==> src/rtl/game_pkg.sv <==
// Shared types and constants for the board animation path.
// Event codes mirror the values driven by the game controller.
package game_pkg;

    typedef enum logic [2:0] {
        A_IDLE,
        A_STEP,
        A_DONE,
        A_WAIT_EVT,
        A_EVT_BACK,
        A_EVT_HOLD,
        A_EVT_DONE,
        A_WIN
    } anim_state_t;

    localparam logic [3:0] EVT_NONE    = 4'd1;
    localparam logic [3:0] EVT_BANNER2 = 4'd2;
    localparam logic [3:0] EVT_BACK    = 4'd3;
    localparam logic [3:0] EVT_BANNER4 = 4'd4;
    localparam logic [3:0] EVT_BANNER6 = 4'd6;
    localparam logic [3:0] EVT_BANNER8 = 4'd8;
    localparam logic [3:0] EVT_WIN     = 4'd10;

    localparam int MAX_POS_DEFAULT = 10;

    function automatic logic [3:0] clamp_pos(input logic [3:0] pos, input logic [3:0] max_pos);
        return (pos > max_pos) ? max_pos : pos;
    endfunction

endpackage

==> src/rtl/anim_tick_timer.sv <==
// Loadable down-counter; tc strobes while enabled at zero.
// The owner reloads on tc to get a periodic tick.
module anim_tick_timer #(
    parameter int W = 8
) (
    input  logic         clk,
    input  logic         reset,
    input  logic         load,
    input  logic [W-1:0] load_val,
    input  logic         en,
    output logic         tc
);

    logic [W-1:0] count;

    always_ff @(posedge clk or posedge reset) begin
        if (reset)
            count <= '0;
        else if (load)
            count <= load_val;
        else if (en && (count != '0))
            count <= count - W'(1);
    end

    assign tc = en && (count == '0);

endmodule

==> src/rtl/board_anim_sequencer.sv <==
// Animates pawn moves square by square and answers the controller's
// position/turn handshake with turn_done pulses.
//
// state      | meaning
// A_IDLE     | waiting for a pos_valid rise
// A_STEP     | stepping the mover toward its target
// A_DONE     | move finished, turn_done pulse
// A_WAIT_EVT | waiting for pos_valid low to read the event
// A_EVT_BACK | stepping the mover back to square 0
// A_EVT_HOLD | holding an event banner
// A_EVT_DONE | event finished, turn_done pulse
// A_WIN      | game over, frozen until reset
module board_anim_sequencer
    import game_pkg::*;
#(
    parameter int STEP_CYCLES = 25_000_000,
    parameter int EVT_CYCLES  = 100_000_000,
    parameter int MAX_POS     = MAX_POS_DEFAULT
) (
    input  logic       clk,
    input  logic       reset,
    input  logic       pos_valid,
    input  logic       turn,
    input  logic [3:0] p1_pos,
    input  logic [3:0] p2_pos,
    input  logic [3:0] event_flag,
    input  logic       winner_valid,
    input  logic       winner_id,
    output logic       turn_done,
    output logic [3:0] disp_p1_pos,
    output logic [3:0] disp_p2_pos,
    output logic       mover,
    output logic       anim_busy,
    output logic       event_active,
    output logic [3:0] event_code,
    output logic       game_over,
    output logic       winner,
    output logic [2:0] debug_state
);

    localparam int MAX_CYC = (STEP_CYCLES > EVT_CYCLES) ? STEP_CYCLES : EVT_CYCLES;
    localparam int TW      = (MAX_CYC > 1) ? $clog2(MAX_CYC) : 1;
    localparam logic [TW-1:0] STEP_LOAD = TW'(STEP_CYCLES - 1);
    localparam logic [TW-1:0] EVT_LOAD  = TW'(EVT_CYCLES - 1);
    localparam logic [3:0]    MAX_SQ    = 4'(MAX_POS);

    anim_state_t   state, state_n;
    logic          pos_valid_d, rise;
    logic [3:0]    target, cur_disp, next_disp;
    logic          t_load, t_en, t_tc;
    logic [TW-1:0] t_val;
    logic          do_step, latch_move, latch_evt, latch_win, clear_target;

    assign rise      = pos_valid & ~pos_valid_d;
    assign cur_disp  = mover ? disp_p2_pos : disp_p1_pos;
    assign next_disp = clamp_pos((cur_disp < target) ? cur_disp + 4'd1 : cur_disp - 4'd1, MAX_SQ);

    anim_tick_timer #(.W(TW)) u_timer (
        .clk      (clk),
        .reset    (reset),
        .load     (t_load),
        .load_val (t_val),
        .en       (t_en),
        .tc       (t_tc)
    );

    always_ff @(posedge clk or posedge reset) begin
        if (reset) begin
            state       <= A_IDLE;
            pos_valid_d <= 1'b0;
        end else begin
            state       <= state_n;
            pos_valid_d <= pos_valid;
        end
    end

    always_comb begin
        state_n      = state;
        t_load       = 1'b0;
        t_val        = STEP_LOAD;
        t_en         = 1'b0;
        do_step      = 1'b0;
        latch_move   = 1'b0;
        latch_evt    = 1'b0;
        latch_win    = 1'b0;
        clear_target = 1'b0;
        case (state)
            A_IDLE: begin
                if (rise) begin
                    latch_move = 1'b1;
                    t_load     = 1'b1;
                    state_n    = A_STEP;
                end
            end
            A_STEP, A_EVT_BACK: begin
                t_en = 1'b1;
                if (cur_disp == target) begin
                    state_n = (state == A_STEP) ? A_DONE : A_EVT_DONE;
                end else if (t_tc) begin
                    do_step = 1'b1;
                    t_load  = 1'b1;
                end
            end
            A_DONE: state_n = A_WAIT_EVT;
            // level check so a fall that happened mid-animation is not lost
            A_WAIT_EVT: begin
                if (!pos_valid) begin
                    latch_evt = 1'b1;
                    if (winner_valid) begin
                        latch_win = 1'b1;
                        state_n   = A_WIN;
                    end else if (event_flag == EVT_NONE) begin
                        state_n = A_IDLE;
                    end else if (event_flag == EVT_BACK) begin
                        clear_target = 1'b1;
                        t_load       = 1'b1;
                        state_n      = A_EVT_BACK;
                    end else begin
                        t_load  = 1'b1;
                        t_val   = EVT_LOAD;
                        state_n = A_EVT_HOLD;
                    end
                end
            end
            A_EVT_HOLD: begin
                t_en = 1'b1;
                if (t_tc) state_n = A_EVT_DONE;
            end
            A_EVT_DONE: state_n = A_IDLE;
            A_WIN:      state_n = A_WIN;
            default:    state_n = A_IDLE;
        endcase
    end

    always_ff @(posedge clk or posedge reset) begin
        if (reset) begin
            mover       <= 1'b0;
            target      <= 4'd0;
            disp_p1_pos <= 4'd0;
            disp_p2_pos <= 4'd0;
            event_code  <= 4'd0;
            winner      <= 1'b0;
        end else begin
            if (latch_move) begin
                mover  <= turn;
                target <= clamp_pos(turn ? p2_pos : p1_pos, MAX_SQ);
            end
            if (clear_target) target <= 4'd0;
            if (latch_evt) event_code <= event_flag;
            if (latch_win) winner <= winner_id;
            if (do_step) begin
                if (mover) disp_p2_pos <= next_disp;
                else       disp_p1_pos <= next_disp;
            end
        end
    end

    assign turn_done    = (state == A_DONE) || (state == A_EVT_DONE);
    assign anim_busy    = (state != A_IDLE) && (state != A_WIN);
    assign event_active = (state == A_EVT_HOLD) || (state == A_EVT_BACK);
    assign game_over    = (state == A_WIN);
    assign debug_state  = state;

endmodule

==> config.mk <==
export PLATFORM = sky130hd
export DESIGN_NAME = board_anim_sequencer
export DESIGN_NICKNAME = d
export VERILOG_FILES = /design/src/rtl/game_pkg.sv /design/src/rtl/anim_tick_timer.sv /design/src/rtl/board_anim_sequencer.sv
export SDC_FILE = /design/constraint.sdc
export NUM_CORES = 1
export LEC_CHECK = 0
export ABC_AREA = 1
export BUFFER_PORTS_ARGS = -buffer_cell sky130_fd_sc_hd__buf_2
export CAP_MARGIN = 0
export CORE_ASPECT_RATIO = 1.2
export CORE_MARGIN = 2
export CORE_UTILIZATION = 53
export DETAILED_ROUTE_END_ITERATION = 12
export GPL_ROUTABILITY_DRIVEN = 0
export PLACE_DENSITY = 0.82
export RECOVER_POWER = 100
export SETUP_SLACK_MARGIN = 0.15
export SLEW_MARGIN = 20
export SYNTH_ARGS = -nofsm -noshare
export SYNTH_HDL_FRONTEND = slang
export SYNTH_SLANG_ARGS = --single-unit
==> constraint.sdc <==
create_clock -name clk -period 2.65 [get_ports clk]
set_input_delay 0 -clock clk [delete_from_list [all_inputs] [get_ports clk]]
set_output_delay 0 -clock clk [all_outputs]
set_load 0.005 [all_outputs]
==> results of run 1 <==
layer usage:
metal | share of wire, % | track usage [%]
met5 | 0 | 0
met4 | 3.3 | 11.5
met3 | 6.4 | 4.17
met2 | 52 | 46.0
met1 | 38 | 29.4
power breakdown:
group / switching (mW) / internal, mW
clock: 0.277 / 0.375
combinational: 1.71 / 1.28
sequential: 0.184 / 0.942
total: 2.17 / 2.59
cell families (layout without fill, tap and decap cells):
kind of cell             after synthesis  count (layout)  synth area share (%)
AO/OA/AOI/OAI                         55              55                  9.36
XOR/XNOR                              10              10                  2.62
adder cells (fa/ha/maj)               10              10                  3.97
buffers and inverters                 81             150                  9.88
flip-flops                            49              49                  36.7
multiplexers                           3               3                 0.898
AND/OR/NAND/NOR                      246             246                  36.6
final timing paths:
kind	start	to	slack [ps]	cells past startpoint
worst max-delay path	mover$_DFFE_PP0P_	disp_p2_pos[0]$_DFFE_PP0P_	-40	16
worst min-delay path	p1_pos[3]	target[2]$_DFFE_PP0P_	30	4
worst max register to register	mover$_DFFE_PP0P_	disp_p2_pos[0]$_DFFE_PP0P_	-40	16
worst min register to register	event_code[3]$_DFFE_PP0P_	event_code[3]$_DFFE_PP0P_	480	2
max in group asynchronous	reset	u_timer.count[9]$_DFFE_PP0P_	1750	3
min in group asynchronous	reset	target[2]$_DFFE_PP0P_	370	3
final cells by class:
class	count	area, µm²	share of cell area [%]
Tap cell	82	103	2.42
Timing Repair Buffer	67	435	10.3
Clock inverter	3	65.1	1.54
Multi-Input combinational cell	324	2040	48.3
Clock buffer	5	68.8	1.62
Sequential cell	49	1230	29.0
Inverter	75	293	6.91
cells in the final DEF (no fill, tap or decap), types with 3 or more instances in the layout:
cell	instances
sky130_fd_sc_hd__mux2i_1	3
sky130_fd_sc_hd__nor2_4	9
sky130_fd_sc_hd__inv_2	11
sky130_fd_sc_hd__dlygate4sd3_1	7
sky130_fd_sc_hd__o21ai_0	19
sky130_fd_sc_hd__nor2_1	48
sky130_fd_sc_hd__o21ai_1	11
sky130_fd_sc_hd__clkbuf_8	5
sky130_fd_sc_hd__nor3_1	3
sky130_fd_sc_hd__nand2_2	5
sky130_fd_sc_hd__nand3_1	29
sky130_fd_sc_hd__buf_4	17
sky130_fd_sc_hd__inv_4	4
sky130_fd_sc_hd__nand2_4	7
sky130_fd_sc_hd__ha_4	4
sky130_fd_sc_hd__dfrtp_1	49
sky130_fd_sc_hd__buf_2	37
sky130_fd_sc_hd__o21ai_2	6
sky130_fd_sc_hd__xor2_1	8
sky130_fd_sc_hd__buf_6	4
sky130_fd_sc_hd__nand4_1	8
sky130_fd_sc_hd__nor2_2	9
sky130_fd_sc_hd__inv_1	59
sky130_fd_sc_hd__o22ai_1	4
sky130_fd_sc_hd__ha_1	5
sky130_fd_sc_hd__a21oi_1	5
sky130_fd_sc_hd__nand3_4	6
sky130_fd_sc_hd__nand2_1	105
sky130_fd_sc_hd__nand3_2	12
through the flow:
step	power [mW]	hold WS, ps
after floorplan	2.56	31.4
after global placement	2.94	175
after detailed placement	3.01	174
after CTS	3.96	36.0
after global routing	5.07	51.3
final	4.76	29.8
critical path, stage by stage (launching register included):
cell and delay, ps:
sky130_fd_sc_hd__dfrtp_1 450, sky130_fd_sc_hd__inv_4 50, sky130_fd_sc_hd__or2_4 260, sky130_fd_sc_hd__o21ai_4 70, sky130_fd_sc_hd__inv_2 70, sky130_fd_sc_hd__ha_4 280
sky130_fd_sc_hd__inv_4 40, sky130_fd_sc_hd__o21bai_4 140, sky130_fd_sc_hd__nand2_2 100, sky130_fd_sc_hd__nand2_4 100, sky130_fd_sc_hd__inv_2 50, sky130_fd_sc_hd__fa_2 370
sky130_fd_sc_hd__xnor2_2 200, sky130_fd_sc_hd__o21bai_4 160, sky130_fd_sc_hd__nand3_4 110, sky130_fd_sc_hd__nand3_1 90, sky130_fd_sc_hd__o21ai_1 60
sequential cells by signal, summed over array words and instances (netlist names):
signal / count
disp_p1_pos: 4
target: 4
event_code: 4
winner: 1
u_timer.count: 27
disp_p2_pos: 4
pos_valid_d: 1
mover: 1
debug_state: 3
timing repair:
item	in CTS	in global routing
buffers inserted	10	6
pin swaps	9	21
hold buffers	7	0
endpoints found under the hold margin	54	0
resized for setup	12	39
cloned	1	0
setup endpoints to repair	8	8
==> results.md, run 1 <==
Outcome:
- The run finished, with violations left.
- The checks that failed: negative setup slack.

Yosys:
- The dominant cell by count in the synthesized netlist is sky130_fd_sc_hd__nand2_1.
- By area the synthesized netlist is led by sky130_fd_sc_hd__dfrtp_1 (37%), sky130_fd_sc_hd__nand2_1 (13%), sky130_fd_sc_hd__inv_1 (7.4%).
- The number of warnings reported in the yosys synthesis log is 0.
- The number of nets handed over by synthesis was ~480.
- In the synthesized netlist, the cells that appear most often are sky130_fd_sc_hd__nand2_1 (112), sky130_fd_sc_hd__inv_1 (66), sky130_fd_sc_hd__dfrtp_1 (49), sky130_fd_sc_hd__nor2_1 (48), sky130_fd_sc_hd__nand3_1 (35).
- The number of register bits inferred by synthesis is slightly below 50.
- Averaged over all synthesized cells, the footprint is 7.36 µm².
- The cell area after synthesis is roughly 0.0033 mm².
- The synthesized netlist cell count is roughly 450.
- The count of cell types in the netlist is 38.
- In the synthesized netlist the dominant register cell turns out to be sky130_fd_sc_hd__dfrtp_1.
- The synthesized design spends more area on one cell type than any other, namely sky130_fd_sc_hd__dfrtp_1.
- The number of enable flip-flop cells after synthesis is 0.
- The top cell type's share of synthesized area is a little under two fifths.
- The sequential-to-total area share from yosys stat is approximately 37%.
- For this run, asynchronously set or reset flops after synthesis account for 100%.

Timing:
- The number of hold violations in the final report was 0.
- The highest clock rate is 372 MHz.
- Headroom to the max-slew limit came out at 41.7%.
- Setup repair after global routing could not meet its margin everywhere.
- The worst-case clock skew is between 3 and 4 ps.
- Dividing the final minimum period by the clock period gives 102%.
- Setup violations remaining at the end of the flow were counted as 4.
- In the post-route analysis, the smallest setup slack over all paths is -41.1 ps.
- The time the final worst path needs with I/O delays and setup is 2690 ps.
- The final-report max-slew violation count is 0.
- The final total negative setup slack is -118 ps.
- The transition time at the pin with the least slew margin is 875 ps.

Clock tree:
- The clock-pin slew of the registers on the worst-case setup and hold paths is roughly 100 ps.
- The deepest clock path buffer count is 2.
- At the later pin of the worst-skew pair, clock insertion delay measures roughly 310 ps.
- The TritonCTS clock tree is done.
- The maximum level of the CTS H-tree is 2.
- The number of CTS-inserted buffers is 5.
- In this run the clock root is driven by a sky130_fd_sc_hd__clkbuf_8.
- For this design, the sink count on the clock tree is 49.

Floorplanning:
- The number of top-level design ports is 39.
- The die outline area is 0.00696 mm².
- The number of placement rows is 31.
- The initial standard-cell utilization of the core is a little under three fifths.
- The die height is around 91 µm.
- The die is approximately 77 µm wide.
- The core area is approximately 0.0061 mm².

Job:
- The tool flagged a number of max-cap violations equal to 0.

Placed design:
- The standard cell area after detailed placement is between 0.003 and 0.004 mm².
- The total placed cells including tap cells is roughly 570.
- The worst setup timing slack at the placement stage is -75.6 ps.
- Port buffering added 38 buffers.
- The HPWL reported at the end of detailed placement is 5900 µm.

Global route:
- Global routing consumed, over all layers together, 25.5% of the routing resources.
- The number of global-route vias before repair is approximately 3,200.
- Entering global routing, the biggest net connects 50 pins.
- The global-route wire length before repair is 14,400 µm.
- The total congestion overflow after global routing is 0.
- The initial antenna violation count is 0.

Power and ir drop:
- The power per standard cell area is around 1100 mW/mm².
- In this run the static leakage power is approximately 2.1 nW.
- The maximum vdd drop is about 0.46 mV.

Routing:
- The total via count in the routed design is between 3,000 and 4,000.
- In the final routed layout, each cell accounts on average for about 15 µm.
- For this block, the routed nets add up to about 9200 µm of wire.
- The number of design-rule violations left by the first detailed-router iteration is 237.
- For this run, design rule violations remaining after detail routing come to 0.
- The count of antenna-violating nets left after detailed routing is 0.
- Dividing the detail-routed via count by the number of cells gives 5.45.
- Before antenna repair, the detailed router went through 5 iterations.

Worst setup path:
- The element type at the critical path start is a flip-flop.
- The worst setup path is captured at a flip-flop.
- Along the worst path, the maximum fanout reaches 4.
- The endpoint required time on the critical path is about 2900 ps.
- Data on the critical path arrives at its endpoint at 2900 ps.
- The critical path in this run is classified as reg2reg.

Finish:
- The final standard cell area without fillers is between 0.004 and 0.005 mm².
- At the end of the flow the core is filled with cells to between 60% and 70%.
- The layout has ~450 filler cells.
- The count of cells in the finished layout, fillers not included, comes to between 600 and 700.
- The post-route netlist has about 30% of its cells at a drive strength greater than 1.
- The final layout net count is 550.
- The layout overhead on the synthesized area is 26.7%.
- 0 antenna diodes ended up in the layout.

Worst hold path:
- The worst hold-check path type is in2reg.
(Power assumes the default switching activity.)
==> inputs of run 2 (changes only) <==
--- a/config.mk
+++ b/config.mk
@@ -20,3 +20,4 @@
 export SYNTH_ARGS = -nofsm -noshare
 export SYNTH_HDL_FRONTEND = slang
 export SYNTH_SLANG_ARGS = --single-unit
+export TNS_END_PERCENT = 20
==> run 2 against run 1 <==
Effect of this change:
- the flow finishes with violations (max-capacitance violations, max-slew violations, negative setup slack)
- via count down 4.0%
- final cell count is 1.8% lower
- clock skew increased by 8.2 ps
- die area is the same
- register-to-register slack better by 30 ps
- wire length shrank 9.2%
- critical path type unchanged
==> results.md, run 2 (synthesis results as in run 1) <==
Job:
- The reported max-cap violation count is 1 (+1).

Worst setup path:
- The number of cells on the worst reg-to-reg path is 16 (unchanged).
- The most critical setup path has its startpoint at mover$_DFFE_PP0P_.
- The largest individual stage delay along the critical path comes from the cell sky130_fd_sc_hd__dfrtp_1.
- The kind of end point of the critical path is a flip-flop.
- The critical path is of the reg2reg type.
- The most frequent cell on the critical path is sky130_fd_sc_hd__inv_2.
- The endpoint required time on the critical path is 2850 ps (about the same).
- STA classifies the critical path startpoint as a flip-flop.
- In this run the critical register-to-register path is launched from mover$_DFFE_PP0P_.
- The highest net fanout along the worst path is 5 (+1).
- Traced cell by cell, the critical path runs through inv_4, or2_4, o21ai_4, inv_2, ha_4, inv_2, o21bai_1, nand2_1, nand2_4, inv_2, fa_2, xnor2_2, o21bai_1, nand3_1, nand3_1, o21ai_0.
- The maximum single-stage delay on the critical path is 410 ps (-40 ps).
- The signal arrival time at the worst endpoint is 2850 ps (-50 ps).

Floorplanning:
- The die height came to 91 µm (unchanged).
- The number of top-level design ports is 39 (unchanged).
- The initial standard-cell utilization of the core is 55.3% (unchanged).
- The number of placement rows came to 31 (unchanged).
- The die extent in x came to 76.5 µm (unchanged).
- The die outline area came to 0.00696 mm² (unchanged).
- The core area came to 0.00605 mm² (unchanged).

Placed design:
- The HPWL reported at the end of detailed placement is 5740 µm (-2.7%).
- The standard cell area after detailed placement was 0.00366 mm² (-0.20%).
- The worst setup timing slack at the placement stage was -93.3 ps (-17.7 ps).
- The total placed cells including tap cells is 573 (unchanged).
- The count of port buffers added during placement is 38 (unchanged).

Clock tree:
- TritonCTS built the clock tree.
- The number of CTS-inserted buffers was 5 (unchanged).
- The maximum level of the CTS H-tree is 2 (unchanged).
- The deepest clock path buffer count was 2 (unchanged).
- The CTS sink count is 49 (unchanged).
- The clock-pin slew of the registers on the worst-case setup and hold paths is 90 ps (about the same).
- The clock insertion delay at the later pin of the skew report came to 310 ps (about the same).
- The clock root buffer is sky130_fd_sc_hd__clkbuf_8.

Global route:
- The initial antenna violation count came to 0 (unchanged).
- The global-route wire length before repair is 13,900 µm (-3.1%).
- The number of global-route vias before repair is 3,209 (+0.41%).
- The total congestion overflow after global routing is 0 (unchanged).
- The total global routing track utilization is 24.5% (-0.96 points).
- The maximum number of pins on one net before global-route repair came to 50 (unchanged).

Finish:
- The layout filler cell count is 522 (+16%).
- The number of standard cells in the final layout excluding fillers was 594 (-1.8%).
- The final core utilization is 64.1% (-5.9 points).
- The final standard cell area without fillers was 0.00388 mm² (-8.4%).
- The register with the highest flop count is u_timer.count.
- The library cell used most frequently in the layout, excluding fill and tap cells, is sky130_fd_sc_hd__nand2_1.
- The final layout net count is 539 (-2.0%).
- The layout overhead on the synthesized area is 16.0%.
- The count of antenna diodes in the layout was 0 (unchanged).
- The proportion of layout cells with a drive suffix above 1 is 19.9% (-9.3 points).
- In the layout the commonest cells are sky130_fd_sc_hd__nand2_1 (110), sky130_fd_sc_hd__inv_1 (62), sky130_fd_sc_hd__nor2_1 (50), sky130_fd_sc_hd__dfrtp_1 (49), sky130_fd_sc_hd__nand3_1 (41).
- The number of flip-flops in the largest register is 27 (unchanged).

Routing:
- The count of antenna-violating nets left after detailed routing came to 0 (unchanged).
- The vias per cell came to 5.33 (-2.2%).
- The total via count in the routed design is 3,166 (-4.0%).
- The DRC violations left is 0 (unchanged).
- The routed length per placed instance is 14.1 µm (-7.5%).
- The first-pass iteration count of the detailed router came to 4 (-1).
- The number of design-rule violations left by the first detailed-router iteration is 171 (-28%).
- The overall routed net length is 8350 µm (-9.2%).

Timing:
- The time the final worst path needs with I/O delays and setup is 2660 ps (-33.9 ps).
- The worst slew margin relative to its limit is -25.3% (-67 points).
- The worst-case clock skew is 11.6 ps (+8.23 ps).
- The smallest setup slack after layout is -7.18 ps (+33.9 ps).
- The number of setup violations in the final report is 1 (-3).
- The highest clock rate is 376 MHz (+1.3%).
- The number of hold violations in the final report is 0 (unchanged).
- The transition time at the pin with the least slew margin is 1880 ps (+1000 ps).
- The final-report max-slew violation count is 50 (+50).
- The fraction of the cycle the final worst path needs was 100% (-1.3 points).
- Setup repair after global routing could not meet its margin everywhere.

Outcome:
- The flow ran to the end, but the final reports show violations.
- The final reports fail on max-capacitance violations, max-slew violations, negative setup slack.

Power and ir drop:
- The maximum vdd drop is 0.415 mV (-11%).
- The sequential cell fraction of total power is 29.6% (+5.9 points).
- The clock group share of total power is 14.6% (+0.9 points).
- The leakage power total came to 1.94 nW (-7.8%).
- The switching power share of the total is 45.6% (+0.094 points).
- The internal power is 2.07 mW (-20%).
- The power per standard cell area was 980 mW/mm² (-13%).
- The power share of the combinational group is 55.8% (-6.8 points).
- The total net switching power was 1.73 mW (-20%).

Worst hold path:
- The min-delay analysis places its worst path in the category in2reg.
- The number of instances on the worst hold path is 3 (-1).
- The startpoint identified for the worst hold timing path is event_flag[1].
[run 2: cell count changes in the layout (fill, tap and decap cells not counted), moves of 4 or more]
cell	delta
sky130_fd_sc_hd__buf_2	-9
sky130_fd_sc_hd__buf_4	-7
sky130_fd_sc_hd__clkbuf_1	+9
sky130_fd_sc_hd__nand2_1	+5
sky130_fd_sc_hd__nand2_4	-4
sky130_fd_sc_hd__nand3_1	+12
sky130_fd_sc_hd__nand3_2	-7
sky130_fd_sc_hd__nand3_4	-5
sky130_fd_sc_hd__o21ai_0	+6
sky130_fd_sc_hd__o21ai_2	-4
[run 2: layout make-up]
class / count / area [µm²] / area share, %
tap: 82 / 103 / 2.65
multi-input combinational: 324 / 1810 / 46.8
clock buffer: 7 / 86.3 / 2.23
clock inverter: 1 / 30.0 / 0.774
sequential: 49 / 1230 / 31.6
inverter: 75 / 285 / 7.35
timing repair buffer: 56 / 334 / 8.61
[run 2: routing by layer]
metal	up-vias	routed length, µm	share of wire [%]	track usage [%]
li1	1549	-	-	-
met1	1499	3310	40	27.0
met2	96	4440	53	45.8
met3	22	396	4.7	4.47
met4	0	196	2.3	10.3
met5	-	0	0	0
[run 2: power groups by stage]
stage / Clock [mW] / Sequential (mW) / Combinational, mW
after floorplan: 0 / 1.10 / 1.45
after global placement: 0 / 1.12 / 1.79
after detailed placement: 0 / 1.13 / 1.87
after CTS: 0.563 / 1.12 / 2.00
after global routing: 0.594 / 1.15 / 2.37
final: 0.556 / 1.13 / 2.12
[run 2: through the flow]
step	hold slack, ps	setup TNS [ps]	total power, mW
2_1_floorplan	31.4	0	2.55
3_5_place_dp	180	-317	3.00
3_3_place_gp	175	0	2.91
6_report	27.1	-7.18	3.80
4_1_cts	40.8	0	3.68
5_1_grt	48.4	-518	4.11
[run 2: final timing paths]
check	end	slack, ps
min in group asynchronous	disp_p1_pos[0]$_DFFE_PP0P_	850
max	disp_p2_pos[0]$_DFFE_PP0P_	-7
max reg2reg	disp_p2_pos[0]$_DFFE_PP0P_	-7
min reg2reg	event_code[0]$_DFFE_PP0P_	480
max in group asynchronous	u_timer.count[17]$_DFFE_PP0P_	710
min	event_code[1]$_DFFE_PP0P_	30
[run 2: critical path: cells and delay by family (launching register included)]
kind | cells | cell delay, ps
AND/OR/NAND/NOR | 5 | 750
adder cells (fa/ha/maj) | 2 | 610
flip-flops | 1 | 410
AO/OA/AOI/OAI | 4 | 410
buffers and inverters | 4 | 190
XOR/XNOR | 1 | 190
[run 2: timing repair]
item | CTS | global route
hold buffers | 7 | 0
pin swaps | 5 | 10
gates resized for setup | 11 | 7
endpoints found under the setup margin | 8 | 8
endpoints found under the hold margin | 54 | 0
setup buffers | 3 | 3
